## config.mk

```make
export PLATFORM = sky130hd
export DESIGN_NAME = led_blink_stretcher
export DESIGN_NICKNAME = d
export VERILOG_FILES = /design/src/rtl/led_pkg.sv /design/src/rtl/sat_updown_counter.sv /design/src/rtl/led_blink_stretcher.sv
export SDC_FILE = /design/constraint.sdc
export NUM_CORES = 1
export LEC_CHECK = 0
export CAP_MARGIN = 20
export CORE_MARGIN = 1
export CORE_UTILIZATION = 47
export DETAILED_ROUTE_END_ITERATION = 7
export PLACE_DENSITY = 0.77
export SYNTH_ARGS = -nofsm -noshare
export SYNTH_HDL_FRONTEND = slang
export SYNTH_SLANG_ARGS = --single-unit
```

## constraint.sdc

```tcl
create_clock -name clk -period 2 [get_ports clk]
set_input_delay 0.2 -clock clk [delete_from_list [all_inputs] [get_ports clk]]
set_output_delay 0.2 -clock clk [all_outputs]
set_load 0.01 [all_outputs]
```

## src/rtl/led_pkg.sv

```systemverilog
// Shared types and helpers for the LED blink stretcher.
package led_pkg;

    typedef enum logic [1:0] {IDLE, ON, GAP} blink_state_t;

    // Duration counter width: enough for the longer phase, never zero.
    function automatic int cnt_width(input int a, input int b);
        int m;
        m = (a > b) ? a : b;
        return (m > 1) ? $clog2(m) : 1;
    endfunction

endpackage

```

## src/rtl/sat_updown_counter.sv

```systemverilog
// Saturating up/down counter with a registered overflow pulse.
module sat_updown_counter #(
    parameter int MAX = 7,
    localparam int W = $clog2(MAX + 1)
) (
    input  logic         clk,
    input  logic         rst_n,
    input  logic         clr_i,
    input  logic         inc_i,
    input  logic         dec_i,
    output logic [W-1:0] count_o,
    output logic         ovf_o
);

    localparam logic [W-1:0] TOP = W'(MAX);

    logic [W-1:0] cnt_q, cnt_d;
    logic         ovf_q, ovf_d;

    // Simultaneous inc and dec cancel, so a full counter never overflows then.
    always_comb begin
        cnt_d = cnt_q;
        ovf_d = 1'b0;
        if (clr_i) begin
            cnt_d = '0;
        end else if (inc_i && !dec_i) begin
            if (cnt_q == TOP) ovf_d = 1'b1;
            else              cnt_d = cnt_q + 1'b1;
        end else if (dec_i && !inc_i && cnt_q != '0) begin
            cnt_d = cnt_q - 1'b1;
        end
    end

    always_ff @(posedge clk or negedge rst_n) begin
        if (!rst_n) begin
            cnt_q <= '0;
            ovf_q <= 1'b0;
        end else begin
            cnt_q <= cnt_d;
            ovf_q <= ovf_d;
        end
    end

    assign count_o = cnt_q;
    assign ovf_o   = ovf_q;

endmodule

```

## src/rtl/led_blink_stretcher.sv

```systemverilog
// Stretches 1-clk event strobes into visible LED blinks with a queue.
module led_blink_stretcher
    import led_pkg::*;
#(
    parameter int ON_CYCLES      = 16,
    parameter int GAP_CYCLES     = 16,
    parameter int MAX_PENDING    = 7,
    parameter bit LED_ACTIVE_LOW = 1'b0,
    localparam int PW = $clog2(MAX_PENDING + 1)
) (
    input  logic          clk,
    input  logic          rst_n,
    input  logic          event_in,
    input  logic          clr,
    output logic          led,
    output logic          busy,
    output logic [PW-1:0] pending,
    output logic          drop
);

    localparam int CW = cnt_width(ON_CYCLES, GAP_CYCLES);
    localparam logic [CW-1:0] ON_LAST  = CW'(ON_CYCLES - 1);
    localparam logic [CW-1:0] GAP_LAST = CW'(GAP_CYCLES - 1);

    blink_state_t  state_q, state_d;
    logic [CW-1:0] cnt_q, cnt_d;
    logic          lit_q;
    logic          q_inc, q_dec;
    logic          on_end, gap_end, has_pend;

    assign on_end   = (cnt_q == ON_LAST);
    assign gap_end  = (cnt_q == GAP_LAST);
    assign has_pend = (pending != '0);

    always_comb begin
        state_d = state_q;
        cnt_d   = cnt_q;
        q_inc   = 1'b0;
        q_dec   = 1'b0;
        if (clr) begin
            state_d = IDLE;
            cnt_d   = '0;
        end else begin
            unique case (state_q)
                IDLE: begin
                    if (event_in) begin
                        state_d = ON;
                        cnt_d   = '0;
                    end
                end
                ON: begin
                    q_inc = event_in;
                    if (on_end) begin
                        state_d = GAP;
                        cnt_d   = '0;
                    end else begin
                        cnt_d = cnt_q + 1'b1;
                    end
                end
                GAP: begin
                    if (gap_end) begin
                        cnt_d = '0;
                        // A queued event wins; a fresh one then just refills its slot.
                        if (has_pend) begin
                            state_d = ON;
                            q_dec   = 1'b1;
                            q_inc   = event_in;
                        end else if (event_in) begin
                            state_d = ON;
                        end else begin
                            state_d = IDLE;
                        end
                    end else begin
                        q_inc = event_in;
                        cnt_d = cnt_q + 1'b1;
                    end
                end
                default: begin
                    state_d = IDLE;
                    cnt_d   = '0;
                end
            endcase
        end
    end

    always_ff @(posedge clk or negedge rst_n) begin
        if (!rst_n) begin
            state_q <= IDLE;
            cnt_q   <= '0;
            lit_q   <= 1'b0;
        end else begin
            state_q <= state_d;
            cnt_q   <= cnt_d;
            lit_q   <= (state_d == ON);
        end
    end

    sat_updown_counter #(
        .MAX(MAX_PENDING)
    ) u_pending (
        .clk    (clk),
        .rst_n  (rst_n),
        .clr_i  (clr),
        .inc_i  (q_inc),
        .dec_i  (q_dec),
        .count_o(pending),
        .ovf_o  (drop)
    );

    assign led  = lit_q ^ LED_ACTIVE_LOW;
    assign busy = (state_q != IDLE);

endmodule

```

# Word level (Yosys, flattened, before mapping)
# Index checks and enable logic that the tools add are counted.
[totals]
ff_bits = 11
inputBits = 4
output_inout_bits = 6
elab_cells = 52
[classes]
add_sub_neg = 3
eq_ne = 7
muxes = 26
reduce_logical = 11
[op_table]
columns = ["cell", "count"]
rows = [
  ["two-way mux 1 bit", 12],
  ["two-way mux 3 bit", 4],
  ["two-way mux 4 bit", 3],
  ["two-way mux 2 bit", 4],
  ["case mux 4 bit (2 select lines)", 1],
  ["!= test 3 bit (second input constant)", 2],
  ["case mux 2 bit (3 select lines)", 1],
  ["nonzero test 3 bit", 2],
  ["adder 4 x 1 -> 4 bit (second input constant)", 1],
  ["equality test 2 x 1 -> 1 bit (second input constant)", 2],
  ["equality test 4 bit (second input constant)", 1],
  ["adder 3 x 1 -> 3 bit (second input constant)", 1],
  ["equality test 3 bit (second input constant)", 1],
  ["logical AND 1 bit", 3],
  ["subtractor 3 x 1 -> 3 bit (second input constant)", 1],
  ["equality test 2 bit (second input constant)", 1],
  ["logical NOT 1 bit", 2],
  ["logical NOT 2 bit", 1],
  ["case mux 1 bit (2 select lines)", 1],
  ["AND reduction 2 bit", 1],
  ["nonzero test 2 bit", 1],
  ["OR reduction 2 bit", 1],
]

# Longest topological paths before layout
# Gate-level depths: netlist of the first run.
[depth]
word_depth = 11
mapped_depth = 10
mapped_depth_nobuf = 10

# By module
# A second synthesis of the first run with hierarchy kept.
[hier_totals]
hier_cells = 90
hier_area_um2 = 784.5
[modules_own_cells]
columns = ["module", "n_inst", "cells_each", "area_each_um2", "seq_area_each_um2"]
rows = [
  ["led_blink_stretcher", 1, 53, 480.5, 175.2],
  ["sat_updown_counter", 1, 37, 304.0, 100.1],
]

# Least setup slack after synthesis of the first run
# No wires, ideal clock.
[synth_path]
kind = "register to register"
startpoint = "register state_q[0]"
endpoint = "register u_pending.cnt_q[2], in the netlist u_pending.count_o[2]"
setup_ps = 94
t_arrival_ps = 1984
required_ps = 1906
slack_ps = -78
stages_incl_launch_ff = 10
n_path_buf = 0
period_less_slack_ps = 2078
path_cell_list = "dfrtp_1 > inv_1 > ha_1 > o31ai_2 > a22o_4 > nand3_1 > nor2_1 > fa_1 > a32o_1 > a211oi_1"
[synth_via]
elab_chain_cells = 8
elab_cells_between_ends = 16
classes_between = "eq/ne: 3; mux: 6; reduce/logical: 7"
[synth_rtl]
columns = ["item", "line_no", "text"]
rows = [
  ["start, declared", "led_blink_stretcher.sv:25", "blink_state_t state_q, state_d;"],
  ["start signal, assigned", "led_blink_stretcher.sv:92", "state_q <= state_d;"],
  ["equality test 2 bit / equality test 2 x 1 -> 1 bit (equally long branches)", "led_blink_stretcher.sv:44", "unique case (state_q)"],
  ["case mux 1 bit (2 select lines)", "led_blink_stretcher.sv:44", ""],
  ["two-way mux 1 bit", "led_blink_stretcher.sv:40", "if (clr) begin"],
  ["logical NOT 1 bit", "sat_updown_counter.sv:29", "end else if (dec_i && !inc_i && cnt_q != '0) begin"],
  ["logical AND 1 bit (2 in a row)", "sat_updown_counter.sv:29", ""],
  ["nonzero test 3 bit (no source line)", "n/a", ""],
  ["AND reduction 2 bit (no source line)", "n/a", ""],
  ["end signal, assigned", "sat_updown_counter.sv:39", "cnt_q <= cnt_d;"],
  ["end, declared", "sat_updown_counter.sv:17", "logic [W-1:0] cnt_q, cnt_d;"],
]
# Parallel ways exist; a longest one is shown, timed or not.
# A chain may end at the register's enable or synchronous reset.

# Final worst setup path of the first run
[layout_path]
startpoint = "register state_q[1]"
endpoint = "register u_pending.cnt_q[1], in the netlist u_pending.count_o[1]"
# The elaborated chain is that of the path after synthesis.

==> impl_metrics.env, run 1 <==
export IMPL_outcome="finished, final reports clean"
export IMPL_slew_headroom_pct=64.9
export IMPL_finalClockSkew_ns=0.00574
export IMPL_hold_viol_final=0
export IMPL_first_global_vias=689
export IMPL_drtIter0Drc=26
export IMPL_comb_power_share_pct=26.7
export IMPL_synth_seq_cells=11
export IMPL_grt_max_degree=14
export IMPL_ant_nets=0
export IMPL_grt_first_pass_wirelength_mm=3.15
export IMPL_clk_path_buf_depth=2
export IMPL_p_sw_mw=0.159
export IMPL_cts_buffers=3
export IMPL_syn_to_final_growth_pct=51.3
export IMPL_p_leak_nw=0.464
export IMPL_slowest_delay_ns=0.51
export IMPL_initial_utilization_pct=53.6
export IMPL_via_count=732
export IMPL_finalSetupTns_ns=0
export IMPL_multi_input_area_um2=504
export IMPL_drive_gt1_share_pct=41.3
export IMPL_final_cells=124
export IMPL_n_antenna_cell=0
export IMPL_synth_top_family_by_area="simple AND/OR/NAND/NOR gates"
export IMPL_rrSetupSlack_ns=0.006
export IMPL_synth_area_mux_share_pct=3.08
export IMPL_numClockSinks=11
export IMPL_clkPwrFrac_pct=29.6
export IMPL_rows=13
export IMPL_syn_area_um2=732
export IMPL_dpl_cell_count=110
export IMPL_layout_nets=120
export IMPL_synth_compound_area_share_pct=19.8
export IMPL_crit_type="reg -> reg"
export IMPL_cts_tree="done"
export IMPL_core_area_um2=1370
export IMPL_dieArea_um2=1720
export IMPL_synth_avg_cell_area_um2=9.76
export IMPL_synth_cell_types=32
export IMPL_crit_chain="ha_4 > o31ai_4 > a22o_4 > nand3_4 > nor2_2 > fa_2 > nor2_1 > mux2_4"
export IMPL_htree_levels=1
export IMPL_wl_per_cell_um=16.3
export IMPL_syn_inst=75
export IMPL_ys_warnings_count=0
export IMPL_top_usage_layer="met2"
export IMPL_clkLatencyLatePin_ns=0.28
export IMPL_final_fill_count=91
export IMPL_worstSetupStartpoint="state_q[1]"
export IMPL_min_path_type="in -> async"
export IMPL_grt_overflow=0
export IMPL_use_met1_pct=31.8
export IMPL_met3_usage_pct=4.35
export IMPL_power_internal_mw=0.380
export IMPL_io_pins=10
export IMPL_layout_common_cells="23 x buf_4, 10 x dfrtp_1, 9 x clkdlybuf4s50_1, 7 x a21oi_1, 7 x nor2_1"
export IMPL_worst_pin_slew_ns=0.525
export IMPL_synth_xor_area_share_pct=0
export IMPL_crit_slowest_cell="fa_2"
export IMPL_cp_max_fo=4
export IMPL_reg2regPathDepth=8
export IMPL_maxCapViolations=0
export IMPL_cp_buffers_inverters=0
export IMPL_syn_nets=85
export IMPL_drc=0
export IMPL_regToRegEndpoint="u_pending.count_o[1]"
export IMPL_critPathLaunchType="register"
export IMPL_fmax_mhz=502
export IMPL_setup_violations=0
export IMPL_wl_mm=2.02
export IMPL_dp_hpwl_mm=1.26
export IMPL_finalCritPeriodShare_pct=99.7
export IMPL_die_h_um=41.5
export IMPL_first_pass_iters=4
export IMPL_die_width_um=41.5
export IMPL_p_seq_share_pct=43.6
export IMPL_total_power_mw=0.540
export IMPL_vias_per_cell=5.90
export IMPL_clkTransAtPathRegs_ns=0.08
export IMPL_pwr_density_cell_nw_per_um2=487
export IMPL_sw_frac_of_total_pct=29.5
export IMPL_final_common_cell="buf_4"
export IMPL_ff_latch_area_um2=277
export IMPL_synthAdderAreaFrac_pct=11.3
export IMPL_cp_required_ns=2.16
export IMPL_cp_arrival_ns=2.16
export IMPL_rsz0062_at_grt="yes"
export IMPL_antenna_found_initial=0
export IMPL_period_minus_slack_ns=1.99
export IMPL_r2r_start="state_q[1]"
export IMPL_drv_slew=0
export IMPL_grtUsageTotal_pct=24.6
export IMPL_portBuffers=9
export IMPL_grt_use_met2_pct=38.1
export IMPL_cp_top_family="adder cells"
export IMPL_seq_area_frac_synth_pct=37.6
export IMPL_synthSimpleGateAreaFrac_pct=24.4
export IMPL_end_kind="register"
export IMPL_ir_worst_vdd_v=0.000418
export IMPL_routabilityCongestion=0.830
export IMPL_cts_root_buffer="clkbuf_4"
[Yosys cell counts]
library cell / number / area [um^2]
a31o_2: 1 / 8.76
nor2_1: 9 / 33.8
o22a_1: 1 / 8.76
nor3b_2: 1 / 12.5
o21ai_0: 3 / 15.0
inv_1: 5 / 18.8
nor2b_1: 2 / 12.5
nand4b_1: 2 / 17.5
fa_1: 1 / 20.0
mux2_1: 2 / 22.5
clkbuf_1: 1 / 3.75
a32o_1: 1 / 10.0
nor3_1: 2 / 10.0
a41oi_2: 1 / 16.3
nand3_1: 4 / 20.0
nor4_1: 1 / 6.26
o21ai_1: 1 / 5.00
nand3_4: 1 / 17.5
and3_2: 1 / 7.51
nor4b_1: 1 / 8.76
a22o_4: 1 / 17.5
nand2_1: 3 / 11.3
buf_2: 1 / 5.00
a21oi_1: 7 / 35.0
or4_1: 1 / 7.51
dfrtp_1: 11 / 275
ha_1: 5 / 62.6
nand2b_1: 1 / 6.26
nor3b_1: 1 / 7.51
o31ai_2: 1 / 12.5
a211oi_1: 1 / 7.51
a221oi_1: 1 / 8.76
[per-layer routing]
layer | routed length [um] | vias to the layer above
met2 | 991 | 22
met5 | 0 | -
met3 | 79 | 4
li1 | - | 343
met1 | 897 | 363
met4 | 51 | 0
[power by group through the flow]
stage / clock (mW) / combinational, mW / sequential, mW
after CTS: 0.165 / 0.129 / 0.235
after detailed placement: 0 / 0.123 / 0.240
after global routing: 0.175 / 0.158 / 0.236
after floorplan: 0 / 0.0616 / 0.243
after global placement: 0 / 0.119 / 0.240
final: 0.160 / 0.144 / 0.235
[worst max-delay path by stage]
stage / endpoint / cells past startpoint
3_3_place_gp: u_pending.count_o[2] / 9
3_5_place_dp: u_pending.count_o[1] / 8
4_1_cts: u_pending.count_o[1] / 9
6_report: u_pending.count_o[1] / 8
2_1_floorplan: u_pending.count_o[1] / 9
5_1_grt: u_pending.count_o[1] / 8
[final cells by class]
class	instances	area share (%)
Inverter	5	1.69
Multi-Input combinational cell	57	45.5
Tap cell	15	1.69
Clock buffer	4	2.37
Timing Repair Buffer	32	23.7
Sequential cell	11	25.0
[cell families (layout without fill, tap and decap cells)]
group                    count (synthesis)  after routing
flip-flops                              11             11
adder cells (fa/ha/maj)                  6              6
buffers and inverters                    7             41
multiplexers                             2              2
AO/OA/AOI/OAI                           19             19
AND/OR/NAND/NOR                         30             30
[timing repair]
| item | 4_1_cts | 5_1_grt |
|---|---|---|
| setup buffers | 4 | 6 |
| gates resized for setup | 3 | 4 |
| hold buffers | 0 | 0 |
| setup endpoints to repair | 2 | 2 |
| pin swaps | 4 | 1 |
[sequential cells by signal, summed over array words and instances, names as in the netlist]
register	cells
cnt_q	4
u_pending.count_o	3
state_q	2
led	1
u_pending.ovf_o	1
[stage by stage]
| step | area (um^2) | setup WS [ns] | utilization (%) | hold WS, ns |
|---|---|---|---|---|
| after global placement | 977 | 0.00235 | 71.5 | 0.565 |
| after floorplan | 779 | 0.00279 | - | -0.0956 |
| after CTS | 1040 | 0.00834 | 75.9 | 0.267 |
| final | 1110 | 0.00614 | 81.0 | 0.261 |
| after global routing | 1110 | -0.0565 | 81.0 | 0.299 |
| after detailed placement | 977 | -0.0470 | 71.5 | 0.580 |
(Power assumes the default switching activity.)
==> run 2: changes to the inputs <==
--- a/config.mk
+++ b/config.mk
@@ -8,6 +8,7 @@
 export CAP_MARGIN = 20
 export CORE_MARGIN = 1
 export CORE_UTILIZATION = 47
+export CTS_CLUSTER_DIAMETER = 60
 export DETAILED_ROUTE_END_ITERATION = 7
 export PLACE_DENSITY = 0.77
 export SYNTH_ARGS = -nofsm -noshare
==> results of run 2 <==
Same layout as run 1: the final DEF is identical, and so are final timing and power.
==> run 3: changes to the inputs <==
--- a/config.mk
+++ b/config.mk
@@ -11,6 +11,7 @@
 export CTS_CLUSTER_DIAMETER = 60
 export DETAILED_ROUTE_END_ITERATION = 7
 export PLACE_DENSITY = 0.77
+export RECOVER_POWER = 50
 export SYNTH_ARGS = -nofsm -noshare
 export SYNTH_HDL_FRONTEND = slang
 export SYNTH_SLANG_ARGS = --single-unit
==> run 3 against run 2 <==
  * Fmax about the same
  * Highest routed layer unchanged
  * Largest cell class unchanged
  * Largest power group unchanged
  * Clock power about the same
  * Die area is the same
==> impl_metrics.env, run 3 (synthesis results as in run 1) <==
export IMPL_portBuffers=9
export IMPL_grtUsageTotal_pct=24.6
export IMPL_clk_path_buf_depth=2
export IMPL_pwr_density_cell_nw_per_um2=486
export IMPL_antenna_found_initial=0
export IMPL_reg2regPathDepth=8
export IMPL_layout_common_cells="23 x buf_4, 10 x dfrtp_1, 7 x a21oi_1, 7 x nor2_1, 6 x clkdlybuf4s50_1"
export IMPL_via_count=731
export IMPL_io_pins=10
export IMPL_hold_viol_final=0
export IMPL_period_minus_slack_ns=1.99
export IMPL_cts_buffers=3
export IMPL_drc=0
export IMPL_rrSetupSlack_ns=0.006
export IMPL_routabilityCongestion=0.830
export IMPL_clkLatencyLatePin_ns=0.28
export IMPL_cts_tree="done"
export IMPL_met2_wirelength_um=990
export IMPL_ant_nets=0
export IMPL_finalCritPeriodShare_pct=99.7
export IMPL_numClockSinks=11
export IMPL_grt_overflow=0
export IMPL_first_global_vias=689
export IMPL_vias_per_cell=5.90
export IMPL_cp_required_ns=2.16
export IMPL_finalSetupTns_ns=0
export IMPL_drv_slew=0
export IMPL_drt_met1_wl_um=896
export IMPL_worst_pin_slew_ns=0.530
export IMPL_die_h_um=41.5
export IMPL_postLayoutSetupSlackWorst_ns=0.00614
export IMPL_die_width_um=41.5
export IMPL_wl_met3_um=78
export IMPL_cts_hold_buf=0
export IMPL_rows=13
export IMPL_top_layer_used="met4"
export IMPL_initial_utilization_pct=53.6
export IMPL_slew_headroom_pct=64.6
export IMPL_syn_to_final_growth_pct=51.3
export IMPL_clkTransAtPathRegs_ns=0.08
export IMPL_dpl_cell_count=110
export IMPL_dp_hpwl_mm=1.26
export IMPL_p_leak_nw=0.470
export IMPL_wl_mm=2.02
export IMPL_final_cells=124
export IMPL_final_cell_area_um2=1110
export IMPL_end_kind="register"
export IMPL_n_antenna_cell=0
export IMPL_final_common_cell="buf_4"
export IMPL_dieArea_um2=1720
export IMPL_ir_worst_vdd_v=0.000413
export IMPL_rsz0062_at_grt="yes"
export IMPL_drive_gt1_share_pct=41.3
export IMPL_htree_levels=1
export IMPL_cp_max_fo=4
export IMPL_r2r_start="state_q[1]"
export IMPL_maxCapViolations=0
export IMPL_regMostFlops="cnt_q"
export IMPL_layout_nets=120
export IMPL_first_pass_iters=4
export IMPL_wl_per_cell_um=16.3
export IMPL_grt_first_pass_wirelength_mm=3.15
export IMPL_cp_arrival_ns=2.16
export IMPL_pre_cts_slack_ns=-0.0470
export IMPL_finalClockSkew_ns=0.00574
export IMPL_regToRegEndpoint="u_pending.count_o[1]"
export IMPL_crit_type="reg -> reg"
export IMPL_min_path_type="in -> async"
export IMPL_drtIter0Drc=26
export IMPL_fmax_mhz=502
export IMPL_cts_root_buffer="clkbuf_4"
export IMPL_grt_max_degree=14
export IMPL_largest_register_ffs=4
export IMPL_placed_area_um2=977
export IMPL_core_area_um2=1370
export IMPL_critPathLaunchType="register"
export IMPL_setup_violations=0
export IMPL_outcome="finished, final reports clean"
[run 3: cell types whose count changed in the layout (fill, tap and decap cells not counted)]
| cell | before | now |
|---|---|---|
| clkdlybuf4s50_1 | 9 | 6 |
| dlygate4sd3_1 | 0 | 3 |
[run 3: how the worst max path moves through the flow]
stage | start | to | slack, ns | cells past startpoint
final | state_q[1] | u_pending.count_o[1] | 0.006 | 8
after global routing | cnt_q[1] | u_pending.count_o[1] | -0.06 | 8
after CTS | state_q[0] | u_pending.count_o[1] | 0.008 | 9
after detailed placement | state_q[1] | u_pending.count_o[1] | -0.05 | 8
after global placement | state_q[1] | u_pending.count_o[2] | 0.002 | 9
after floorplan | state_q[0] | u_pending.count_o[1] | 0.003 | 9
[run 3: layout make-up]
class	count	area, um^2
inverters	5	18.8
repair buffers	32	263
flip-flops and latches	11	277
multi-input cells	57	504
fillers	91	259
clock buffers	4	26.3
well taps	15	18.8
[run 3: metal layers]
layer | track usage, % | vias to the layer above
li1 | - | 343
met1 | 31.8 | 362
met2 | 38.1 | 22
met3 | 4.35 | 4
met4 | 14.8 | 0
met5 | 0 | -
[run 3: stage by stage]
| step | hold WS [ns] | total power [mW] | util, % |
|---|---|---|---|
| floorplan | -0.0956 | 0.305 | - |
| global placement | 0.565 | 0.359 | 71.5 |
| detailed placement | 0.580 | 0.363 | 71.5 |
| CTS | 0.267 | 0.529 | 75.9 |
| global route | 0.369 | 0.567 | 81.0 |
| finish | 0.331 | 0.538 | 81.0 |
[run 3: critical path, cell delays in order, from the launching register on]
cell	delay [ns]
dfrtp_2	0.44
ha_4	0.19
o31ai_4	0.08
a22o_4	0.25
nand3_4	0.07
nor2_2	0.04
fa_2	0.51
nor2_1	0.04
mux2_4	0.26
[run 3: what timing repair did]
item | in CTS | in global routing
pin swaps | 4 | 1
gates resized for setup | 3 | 4
gates cloned | 0 | 0
endpoints found under the setup margin | 2 | 2
setup buffers | 4 | 6
[run 3: power by group]
part / total (mW) / switching, mW / internal (mW)
clock network: 0.160 / 0.0825 / 0.0775
registers: 0.235 / 0.00543 / 0.230
logic: 0.143 / 0.0711 / 0.0720
